--- src/rtl/operand_fetch.sv ---
// operand_fetch: decode, bypass and scoreboard hazard check feeding a registered operand bundle to execute
module operand_fetch #(
    parameter int DSIZE = 16,
    parameter int RSIZE = 4
) (
    input  logic             Clock,
    input  logic             Reset,
    input  logic             in_valid,
    output logic             in_ready,
    input  logic [15:0]      in_instr,
    input  logic [15:0]      in_pc,
    output logic [RSIZE-1:0] RAddr1,
    output logic [RSIZE-1:0] RAddr2,
    input  logic [DSIZE-1:0] RData1,
    input  logic [DSIZE-1:0] RData2,
    input  logic             wb_en,
    input  logic [RSIZE-1:0] wb_addr,
    input  logic [DSIZE-1:0] wb_data,
    input  logic             flush,
    output logic             out_valid,
    input  logic             out_ready,
    output logic [3:0]       out_op,
    output logic [RSIZE-1:0] out_rd,
    output logic             out_wen,
    output logic [DSIZE-1:0] out_a,
    output logic [DSIZE-1:0] out_b,
    output logic [3:0]       out_imm,
    output logic [15:0]      out_pc,
    output logic [15:0]      stall_cnt
);
    localparam int NREG = 1 << RSIZE;

    logic             valid_q, valid_d, wen_q, wen_d;
    logic [NREG-1:0]  pend_q, pend_d;
    logic [15:0]      stall_q, stall_d, pc_q, pc_d;
    logic [3:0]       op_q, op_d, imm_q, imm_d;
    logic [RSIZE-1:0] rd_q, rd_d;
    logic [DSIZE-1:0] a_q, a_d, b_q, b_d;
    logic [3:0]       op;
    logic [RSIZE-1:0] rd, rs1, rs2, src1, src2;
    logic             is_alu, is_lw, is_sw, is_lh, writes, hazard, accept;

    function automatic logic bypass(input logic [RSIZE-1:0] r);
        return wb_en && wb_addr == r;
    endfunction

    function automatic logic busy(input logic [RSIZE-1:0] r);
        return pend_q[r] && !bypass(r);
    endfunction

    function automatic logic [DSIZE-1:0] opnd(input logic [RSIZE-1:0] r, input logic [DSIZE-1:0] rdata);
        return r == '0 ? '0 : bypass(r) ? wb_data : rdata;
    endfunction

    always_comb begin
        op       = in_instr[15:12];
        rd       = in_instr[11:8];
        rs1      = in_instr[7:4];
        rs2      = in_instr[3:0];
        is_alu   = !op[3];
        is_lw    = op == 4'h8;
        is_sw    = op == 4'h9;
        is_lh    = op[3:1] == 3'b101;
        src1     = is_lh ? rd : (is_alu || is_lw || is_sw) ? rs1 : '0;
        src2     = is_alu ? rs2 : is_sw ? rd : '0;
        writes   = (is_alu || is_lw || is_lh) && rd != '0;
        hazard   = busy(src1) || busy(src2) || (writes && busy(rd));
        in_ready = !hazard && (!valid_q || out_ready) && !flush;
        accept   = in_valid && in_ready;
        pend_d   = pend_q;
        if (wb_en)
            pend_d[wb_addr] = 1'b0;
        // a discarded bundle will never write back, so release its destination
        if (flush && valid_q && wen_q)
            pend_d[rd_q] = 1'b0;
        if (accept && writes)
            pend_d[rd] = 1'b1;
        pend_d[0] = 1'b0;
        valid_d  = accept || (valid_q && !out_ready && !flush);
        op_d     = accept ? op : op_q;
        rd_d     = accept ? rd : rd_q;
        wen_d    = accept ? writes : wen_q;
        imm_d    = accept ? in_instr[3:0] : imm_q;
        pc_d     = accept ? in_pc : pc_q;
        a_d      = accept ? opnd(src1, RData1) : a_q;
        b_d      = !accept ? b_q : is_lh ? {{(DSIZE-4){1'b0}}, in_instr[7:4]} : opnd(src2, RData2);
        stall_d  = (in_valid && hazard && stall_q != 16'hFFFF) ? stall_q + 16'd1 : stall_q;
    end

    always_ff @(posedge Clock) begin
        if (!Reset) begin
            valid_q <= 1'b0;
            pend_q  <= '0;
            stall_q <= '0;
            op_q    <= '0;
            rd_q    <= '0;
            wen_q   <= 1'b0;
            imm_q   <= '0;
            pc_q    <= '0;
            a_q     <= '0;
            b_q     <= '0;
        end else begin
            valid_q <= valid_d;
            pend_q  <= pend_d;
            stall_q <= stall_d;
            op_q    <= op_d;
            rd_q    <= rd_d;
            wen_q   <= wen_d;
            imm_q   <= imm_d;
            pc_q    <= pc_d;
            a_q     <= a_d;
            b_q     <= b_d;
        end
    end

    assign RAddr1    = src1;
    assign RAddr2    = src2;
    assign out_valid = valid_q;
    assign out_op    = op_q;
    assign out_rd    = rd_q;
    assign out_wen   = wen_q;
    assign out_a     = a_q;
    assign out_b     = b_q;
    assign out_imm   = imm_q;
    assign out_pc    = pc_q;
    assign stall_cnt = stall_q;
endmodule

--- config.mk ---
export PLATFORM = sky130hd
export DESIGN_NAME = operand_fetch
export DESIGN_NICKNAME = d
export VERILOG_FILES = /design/src/rtl/operand_fetch.sv
export SDC_FILE = /design/constraint.sdc
export NUM_CORES = 1
export LEC_CHECK = 0
export CAP_MARGIN = 20
export CELL_PAD_IN_SITES_DETAIL_PLACEMENT = 0
export CELL_PAD_IN_SITES_GLOBAL_PLACEMENT = 2
export CORE_UTILIZATION = 39
export DETAILED_ROUTE_END_ITERATION = 10
export DONT_BUFFER_PORTS = 1
export PLACE_DENSITY_LB_ADDON = 0.1
export SYNTH_ARGS = -nofsm -noshare
export SYNTH_HDL_FRONTEND = slang
export SYNTH_SLANG_ARGS = --single-unit
--- constraint.sdc ---
create_clock -name Clock -period 7.2 [get_ports Clock]
set_input_delay 0.72 -clock Clock [delete_from_list [all_inputs] [get_ports Clock]]
set_output_delay 0.72 -clock Clock [all_outputs]
set_load 0.02 [all_outputs]
==> flow_summary.yaml, run 1 <==
detailed_routing:
  via_per_inst: 6.116
  first_pass_iters: 7
  final_antenna_net_count: 0
  vias: 5046
  wire_per_inst_um: 21.97
  drc: 0
  wl_um: 18130
  drt_iter0_drc: 343
synthesis:
  synthXorXnorAreaFrac_pct: 1.731
  synthAdderAreaFrac_pct: 0.2248
  syn_avg_cell_area_um2: 8.198
  synth_edf_count: 0
  synthSimpleGateAreaFrac_pct: 24.16
  netlist_instances: 679
  synth_area_mm2: 0.005567
  synth_top_family_by_area: "simple AND/OR/NAND/NOR gates"
  yosysSeqAreaShare_pct: 33.45
  ys_types: 61
  yosys_warnings: 0
  synth_compound_area_share_pct: 19.62
  ys.flop_type: "dfxtp_1"
  synth_fp_nets: 770
  synth_mux_area_share_pct: 14.32
  synth_seq_cells: 93
  synthArstFlopShare_pct: 0
placement:
  dp.final_hpwl_um: 13070
  place_area_mm2: 0.005570
  place_ws_ns: 2.729
  globalplace.congestion: 0.9584
  numPortBuffers: 0
worst_setup_path:
  timing.rr.end: "pend_q[9]"
  crit_path_max_fanout: 44
  crit-reg2reg-launch: "pend_q[13]"
  startpoint: "in_instr[13]"
  rrSetupSlack_ns: 3.87
  endpoint_kind: "primary output"
  crit_arrival_ns: 3.77
  endpoint: "in_ready"
  reg2reg_depth: 8
  startpoint_type: "primary input"
  criticalPathCategory: "in -> out"
  required_ns: 6.48
sta:
  setup_viol: 0
  fin_skew_ns: 0.005102
  max_freq_mhz: 222.9
  finalCriticalPeriod_ns: 4.486
  worstMarginPinSlew_ns: 0.8257
  rsz0062_at_grt: "false"
  setup_ws_ns: 2.714
  hold_violations: 0
  drv_slew: 0
  timing.slew.headroom_pct: 44.95
  tns_ns: 0
  fin_crit_sh_pct: 62.31
power:
  pwr-share-seq_pct: 45.2
  cellInternalPower_mw: 0.9148
  clock_power_share_pct: 40.7
  total_power_mw: 1.287
  peakVddDrop_v: 0.0001227
  powerDensity_mw_per_mm2: 218.2
  p_sw_mw: 0.3721
  comb_power_share_pct: 14.1
  switching_share_pct: 28.91
  leakage_nw: 2.213
final_layout:
  diodes: 0
  final_area_mm2: 0.005897
  final_cell_mix: "nand2_1, dfxtp_1, nand3_1, mux2i_1, a21oi_1"
  postLayoutCoreUtil_pct: 42.48
  syn_to_final_growth_pct: 5.934
  fin_nets: 731
  nFillCells: 1402
  layout_commonest_cell: "nand2_1"
  drive_gt1_share_pct: 10.54
cts:
  cts_max_level: 3
  numCtsBuffers: 9
  root_buffer: "clkbuf_16"
  clkTransAtPathRegs_ns: 0.07
  clkLatencyLatePin_ns: 0.35
  post_cts.repair.setup_buffers: 0
  cts_resized: 0
  hold_buffers: 0
  tritoncts: "built"
  clk_path_buf_depth: 2
  clock_sinks: 93
global_route:
  gr-usage-all-layers_pct: 24.61
  grt_pass1_vias: 4853
  grt_pass1_wl_um: 27660
  overflow: 0
  antenna_found_initial: 1
  grt_max_degree: 70
die:
  die_h_um: 121.5
  ios: 177
  core_mm2: 0.01388
  die_area_mm2: 0.01476
  num_rows: 43
  fp.dieW_um: 121.5
  initial_utilization_pct: 40.10
status:
  status: "complete, no violations"
job:
  cap_viol_max_count: 0
min_path:
  hp-class: "in -> reg"
state kept, by name, indices dropped and copies added (netlist names):
| register | count |
|---|---|
| out_b | 16 |
| stall_cnt | 16 |
| out_a | 16 |
| out_op | 4 |
| out_wen | 1 |
| out_imm | 4 |
| pend_q | 15 |
| out_valid | 1 |
| out_rd | 4 |
| out_pc | 16 |
critical path, stage by stage:
cell	delay, ns
nor3b_4	0.39
a31oi_4	0.19
xnor2_1	0.19
or4_1	0.93
a41oi_2	0.38
o211ai_2	0.11
buf_4	0.29
nor3_2	0.55
routing by layer:
| metal | up-vias | share of wire [%] | routed length [um] | GRT usage, % |
|---|---|---|---|---|
| met5 | - | 0 | 0 | 0 |
| met4 | 0 | 3.1 | 553 | 11.65 |
| met3 | 35 | 9.9 | 1796 | 7.660 |
| met2 | 224 | 45 | 8237 | 38.35 |
| met1 | 2422 | 42 | 7542 | 30.67 |
| li1 | 2365 | - | - | - |
cell families (layout without fill, tap and decap cells):
logic type,count (synthesis),in the layout
buffers and inverters,75,41
multiplexers,72,72
adder cells (fa/ha/maj),1,1
AND/OR/NAND/NOR,274,274
XOR/XNOR,11,11
AO/OA/AOI/OAI,153,153
flip-flops,93,93
metrics by stage:
step	cells	hold WS (ns)
floorplan	679	0.4729
global placement	809	0.5412
detailed placement	809	0.5436
CTS	825	0.4600
global route	825	0.4679
finish	825	0.4795
cells in the mapped netlist, types with 6 or more instances:
master | count | area [um2]
a211oi_1 | 8 | 60.06
a21oi_1 | 39 | 195.2
a311oi_1 | 6 | 52.55
a31oi_1 | 6 | 37.54
and3_1 | 11 | 68.82
buf_2 | 9 | 45.04
clkbuf_1 | 35 | 131.4
dfxtp_1 | 93 | 1862
inv_1 | 18 | 67.56
mux2_2 | 21 | 236.5
mux2i_1 | 47 | 470.5
nand2_1 | 128 | 480.5
nand2b_1 | 20 | 125.1
nand3_1 | 48 | 240.2
nand4_1 | 12 | 75.07
nor2_1 | 14 | 52.55
nor2b_1 | 11 | 68.82
nor3_1 | 6 | 30.03
o2111ai_1 | 11 | 96.34
o21ai_0 | 32 | 160.2
o31ai_1 | 8 | 60.06
xnor2_1 | 10 | 87.58
power by group through the flow:
stage	Sequential, mW	Combinational (mW)	Clock (mW)
final	0.581	0.181	0.524
after global routing	0.584	0.200	0.557
after CTS	0.582	0.182	0.536
after detailed placement	0.593	0.181	0
after global placement	0.593	0.178	0
after floorplan	0.585	0.167	0
worst min-delay path by stage:
stage	start	end	slack, ns	depth (start not counted)
3_3_place_gp	pend_q[5]	pend_q[5]	0.54	2
4_1_cts	in_instr[10]	pend_q[11]	0.46	1
2_1_floorplan	pend_q[7]	pend_q[7]	0.47	2
5_1_grt	in_instr[10]	pend_q[3]	0.47	1
3_5_place_dp	pend_q[13]	pend_q[13]	0.54	2
6_report	in_instr[10]	pend_q[11]	0.48	1
final cells by class:
type                    instances  area, um2  share of cell area [%]
multi-input cells             511       3354                   56.89
flip-flops and latches         93       1862                   31.57
clock buffers                  11      242.7                   4.116
well taps                     180      225.2                   3.819
clock inverters                 5      83.83                   1.422
inverters                      19      83.83                   1.422
repair buffers                  6      45.04                  0.7638
Power figures use the tool's default switching activity.
==> run 2, diff against run 1 <==
--- a/config.mk
+++ b/config.mk
@@ -8,7 +8,7 @@
 export CAP_MARGIN = 20
 export CELL_PAD_IN_SITES_DETAIL_PLACEMENT = 0
 export CELL_PAD_IN_SITES_GLOBAL_PLACEMENT = 2
-export CORE_UTILIZATION = 39
+export CORE_UTILIZATION = 36
 export DETAILED_ROUTE_END_ITERATION = 10
 export DONT_BUFFER_PORTS = 1
 export PLACE_DENSITY_LB_ADDON = 0.1
==> constraint.sdc (replaced) <==
create_clock -name Clock -period 4.26 [get_ports Clock]
set_input_delay 0.426 -clock Clock [delete_from_list [all_inputs] [get_ports Clock]]
set_output_delay 0.426 -clock Clock [all_outputs]
set_load 0.02 [all_outputs]
==> run 2 against run 1 <==
Compared with the run above: register-to-register slack got worse by 2.4 ns; global-route usage fell by 1.7 points; setup slack got worse by 2.0 ns; non-clock buffer count rose by 2; routed wire length barely moved; via count fell by 1.5%.
==> flow_summary.yaml, run 2 (synthesis results as in run 1) <==
final_layout:
  fin_nets: 733
  layout_commonest_cell: "nand2_1"
  final_cell_mix: "nand2_1, dfxtp_1, nand3_1, mux2i_1, a21oi_1"
  drive_gt1_share_pct: 10.97
  register_area_mm2: 0.001862
  nFillCells: 1554
  multiInputGateArea_mm2: 0.003362
  syn_to_final_growth_pct: 6.136
sta:
  drv_slew: 0
  fin_skew_ns: 0.009297
  max_freq_mhz: 279.9
  fin_crit_sh_pct: 83.86
  rsz0062_at_grt: "false"
  finalCriticalPeriod_ns: 3.572
  setup_viol: 0
  setup_ws_ns: 0.6877
  hold_violations: 0
  worstMarginPinSlew_ns: 0.9337
  tns_ns: 0
  timing.slew.headroom_pct: 37.76
power:
  leakage_nw: 2.216
  total_power_mw: 2.118
  clock_power_share_pct: 39.0
  cellInternalPower_mw: 1.489
  peakVddDrop_v: 0.0001681
  comb_power_share_pct: 14.6
  p_sw_mw: 0.6288
  powerDensity_mw_per_mm2: 358.5
  pwr-share-seq_pct: 46.4
  switching_share_pct: 29.69
worst_setup_path:
  cpLargestDelayFamily: "simple AND/OR/NAND/NOR gates"
  crit-reg2reg-launch: "pend_q[6]"
  cpMaxStageDelayCell: "nor4_1"
  endpoint_kind: "primary output"
  cp_num_buf_inv: 1
  required_ns: 3.83
  timing.rr.end: "pend_q[9]"
  slowest_delay_ns: 0.73
  crit_path_max_fanout: 13
  criticalPathCategory: "in -> out"
  rrSetupSlack_ns: 1.44
  startpoint_type: "primary input"
  crit_arrival_ns: 3.15
  reg2reg_depth: 7
  crit_chain: "or3b_4 -> and3_1 -> clkinv_8 -> mux2i_1 -> a2111oi_0 -> nor4_1 -> o211ai_2 -> nor3_2"
global_route:
  grt_max_degree: 70
  antenna_found_initial: 2
  gr-usage-all-layers_pct: 22.90
  grt_pass1_vias: 4778
  overflow: 0
  grt_pass1_wl_um: 28190
die:
  core_mm2: 0.01515
  fp.dieW_um: 126.4
  num_rows: 45
  ios: 177
  die_h_um: 126.4
  die_area_mm2: 0.01596
  initial_utilization_pct: 36.75
cts:
  clkLatencyLatePin_ns: 0.34
  cts_resized: 0
  clock_sinks: 93
  root_buffer: "clkbuf_16"
  clk_path_buf_depth: 2
  numCtsBuffers: 9
  post_cts.repair.setup_buffers: 0
  hold_buffers: 0
  cts_max_level: 3
  clkTransAtPathRegs_ns: 0.06
  tritoncts: "built"
detailed_routing:
  wl_um: 18140
  first_pass_iters: 4
  final_antenna_net_count: 0
  vias: 4970
  via_per_inst: 5.945
  drc: 0
  drt_iter0_drc: 260
  wire_per_inst_um: 21.69
placement:
  dp.final_hpwl_um: 13310
  place_ws_ns: 0.7191
  globalplace.congestion: 0.8734
  numPortBuffers: 0
min_path:
  hold_path_depth: 1
  hp-class: "in -> reg"
  min_to: "pend_q[8]"
  min-delay-start: "in_instr[9]"
status:
  status: "complete, no violations"
job:
  cap_viol_max_count: 0
==> run 2: power by group through the flow <==
stage                     Clock, mW  Combinational [mW]  Sequential [mW]
after floorplan                   0               0.283            0.989
after global placement            0               0.308             1.00
after detailed placement          0               0.310             1.00
after CTS                     0.847               0.311            0.983
after global routing          0.893               0.343            0.986
final                         0.826               0.310            0.983
==> run 2: stage by stage <==
step	cell area, um2	util, %	std cells	hold slack (ns)
after floorplan	5567	-	679	0.4729
after global placement	5603	36.99	819	0.5379
after detailed placement	5603	36.99	819	0.5366
after CTS	5906	38.99	835	0.1729
after global routing	5906	38.99	835	0.1717
final	5908	39.01	836	0.1903
==> run 2: layout make-up <==
type                            instances  area share, %
Multi-Input combinational cell        511          56.90
Clock buffer                           11          4.108
Tap cell                              188          3.981
Inverter                               19          1.419
Timing Repair Buffer                    8          1.017
Clock inverter                          5          1.017
Sequential cell                        93          31.51
Antenna cell                            1        0.04235
==> run 2: worst max-delay path by stage <==
stage / start / end / slack [ns] / depth (start not counted)
floorplan: in_instr[14] / in_ready / 1.12 / 9
global placement: in_instr[13] / in_ready / 0.81 / 8
detailed placement: in_instr[13] / in_ready / 0.72 / 8
CTS: in_instr[13] / in_ready / 0.70 / 8
global route: in_instr[13] / in_ready / 0.63 / 8
finish: in_instr[13] / in_ready / 0.69 / 8
==> run 2: layer usage <==
metal / routed length (um) / up-vias / track usage (%)
met4: 225 / 2 / 6.378
li1: - / 2367 / -
met5: 13 / - / 0
met2: 8262 / 176 / 35.81
met3: 1526 / 20 / 7.296
met1: 8108 / 2405 / 30.27
==> run 3, diff against run 2 <==
--- a/config.mk
+++ b/config.mk
@@ -8,7 +8,7 @@
 export CAP_MARGIN = 20
 export CELL_PAD_IN_SITES_DETAIL_PLACEMENT = 0
 export CELL_PAD_IN_SITES_GLOBAL_PLACEMENT = 2
-export CORE_UTILIZATION = 36
+export CORE_UTILIZATION = 33
 export DETAILED_ROUTE_END_ITERATION = 10
 export DONT_BUFFER_PORTS = 1
 export PLACE_DENSITY_LB_ADDON = 0.1
==> constraint.sdc (replaced) <==
create_clock -name Clock -period 3.15 [get_ports Clock]
set_input_delay 0.315 -clock Clock [delete_from_list [all_inputs] [get_ports Clock]]
set_output_delay 0.315 -clock Clock [all_outputs]
set_load 0.02 [all_outputs]
==> run 3 against run 2 <==
Compared with the run above: non-clock buffer count rose by 12; clock power rose by 45%; clock skew rose by 0.0024 ns; via count rose by 1.3%; die area rose by 8.9%; total power rose by 40%; sequential cell count did not move; final cell count rose by 5.1%; critical path depth fell by 1; setup slack got worse by 0.47 ns; core utilization fell by 2.3 points.
==> flow_summary.yaml, run 3 (synthesis results as in run 1) <==
die:
  num_rows: 47
  die_h_um: 131.9
  initial_utilization_pct: 33.69
  fp.dieW_um: 131.9
  die_area_mm2: 0.01739
  ios: 177
  core_mm2: 0.01652
sta:
  max_freq_mhz: 340.6
  fin_skew_ns: 0.01175
  tns_ns: 0
  setup_viol: 0
  setup_ws_ns: 0.2136
  rsz0062_at_grt: "false"
  drv_slew: 0
  worstMarginPinSlew_ns: 0.8886
  hold_violations: 0
  finalCriticalPeriod_ns: 2.936
  fin_crit_sh_pct: 93.22
  timing.slew.headroom_pct: 40.76
power:
  switching_share_pct: 29.02
  comb_power_share_pct: 14.9
  clock_power_share_pct: 40.4
  peakVddDrop_v: 0.0002895
  powerDensity_mw_per_mm2: 490.1
  cellInternalPower_mw: 2.112
  pwr-share-seq_pct: 44.7
  leakage_nw: 2.286
  p_sw_mw: 0.8636
placement:
  dp.final_hpwl_um: 13880
  place_ws_ns: 0.1649
  placed_cells: 863
  globalplace.congestion: 0.9145
  numPortBuffers: 0
status:
  status: "complete, no violations"
worst_setup_path:
  timing.rr.end: "pend_q[10]"
  reg2reg_depth: 8
  required_ns: 2.83
  criticalPathCategory: "reg -> out"
  startpoint_type: "flop"
  crit_arrival_ns: 2.62
  crit_path_max_fanout: 5
  rrSetupSlack_ns: 0.41
  crit-reg2reg-launch: "pend_q[6]"
  endpoint_kind: "primary output"
detailed_routing:
  drt_iter0_drc: 351
  wl_um: 18830
  first_pass_iters: 4
  wire_per_inst_um: 21.43
  drc: 0
  vias: 5034
  final_antenna_net_count: 0
  via_per_inst: 5.727
cts:
  cts_resized: 0
  clk_path_buf_depth: 2
  tritoncts: "built"
  clkLatencyLatePin_ns: 0.35
  clock_sinks: 93
  cts_max_level: 3
  clkTransAtPathRegs_ns: 0.06
  post_cts.repair.setup_buffers: 0
  numCtsBuffers: 9
  root_buffer: "clkbuf_16"
  hold_buffers: 0
final_layout:
  fin_cells: 879
  fin_nets: 745
  layout_commonest_cell: "nand2_1"
  postLayoutCoreUtil_pct: 36.75
  drive_gt1_share_pct: 12.59
  final_cell_mix: "nand2_1, dfxtp_1, nand3_1, mux2i_1, a21oi_1"
  diodes: 0
  syn_to_final_growth_pct: 9.081
job:
  cap_viol_max_count: 0
global_route:
  grt_max_degree: 70
  gr-usage-all-layers_pct: 21.49
  grt_pass1_vias: 4933
  overflow: 0
  grt_pass1_wl_um: 28900
  antenna_found_initial: 1
min_path:
  min_to: "out_b[0]"
  hold_path_depth: 1
  min-delay-start: "in_valid"
  hp-class: "in -> reg"
[run 3: changes by cell type in the layout (fill, tap and decap cells not counted)]
cell / delta
clkinv_4: -1
clkinv_2: -1
diode_2: -1
bufinv_16: +1
buf_12: +1
clkinvlp_4: +1
buf_4: +11
[run 3: per-stage QoR]
stage	area (um2)	power, mW	hold WS [ns]
after floorplan	5567	1.720	0.4627
after global placement	5746	1.798	0.4239
after detailed placement	5746	1.804	0.4264
after CTS	6072	3.003	0.05691
after global routing	6072	3.108	0.05592
final	6072	2.976	0.07549
[run 3: worst max path at each step]
stage,to,depth (start not counted),start
2_1_floorplan,in_ready,9,in_instr[14]
3_3_place_gp,stall_cnt[15],10,in_instr[13]
3_5_place_dp,stall_cnt[15],10,in_instr[13]
4_1_cts,in_ready,7,pend_q[6]
5_1_grt,in_ready,7,pend_q[6]
6_report,in_ready,7,pend_q[6]
[run 3: critical path, stage by stage, from the launching register on]
cell      delay, ns
dfxtp_1        0.39
mux4_2         0.46
mux4_2         0.47
o311a_1        0.17
a41oi_2        0.22
o211ai_2       0.19
nor3_2         0.18
buf_4          0.19
[run 3: power by group through the flow]
| stage | clock network (mW) | logic, mW | registers (mW) |
|---|---|---|---|
| 3_3_place_gp | 0 | 0.440 | 1.36 |
| 4_1_cts | 1.23 | 0.447 | 1.33 |
| 2_1_floorplan | 0 | 0.383 | 1.34 |
| 3_5_place_dp | 0 | 0.446 | 1.36 |
| 5_1_grt | 1.29 | 0.487 | 1.34 |
| 6_report | 1.20 | 0.443 | 1.33 |
[run 3: cell type report]
cell class              count  area [um2]
clock buffers              11       242.7
inverters                  19       83.83
well taps                 220       275.3
multi-input cells         511        3362
repair buffers             20       162.7
flip-flops and latches     93        1862
fillers                  1713       10450
clock inverters             5       83.83
[run 3: routing by layer]
metal  GRT usage (%)  part of all wire [%]  vias to the layer above
li1                -                     -                     2393
met1           26.63                    43                     2419
met2           34.98                    47                      188
met3           7.036                   8.3                       32
met4           7.171                   2.1                        2
met5               0                 0.069                        -
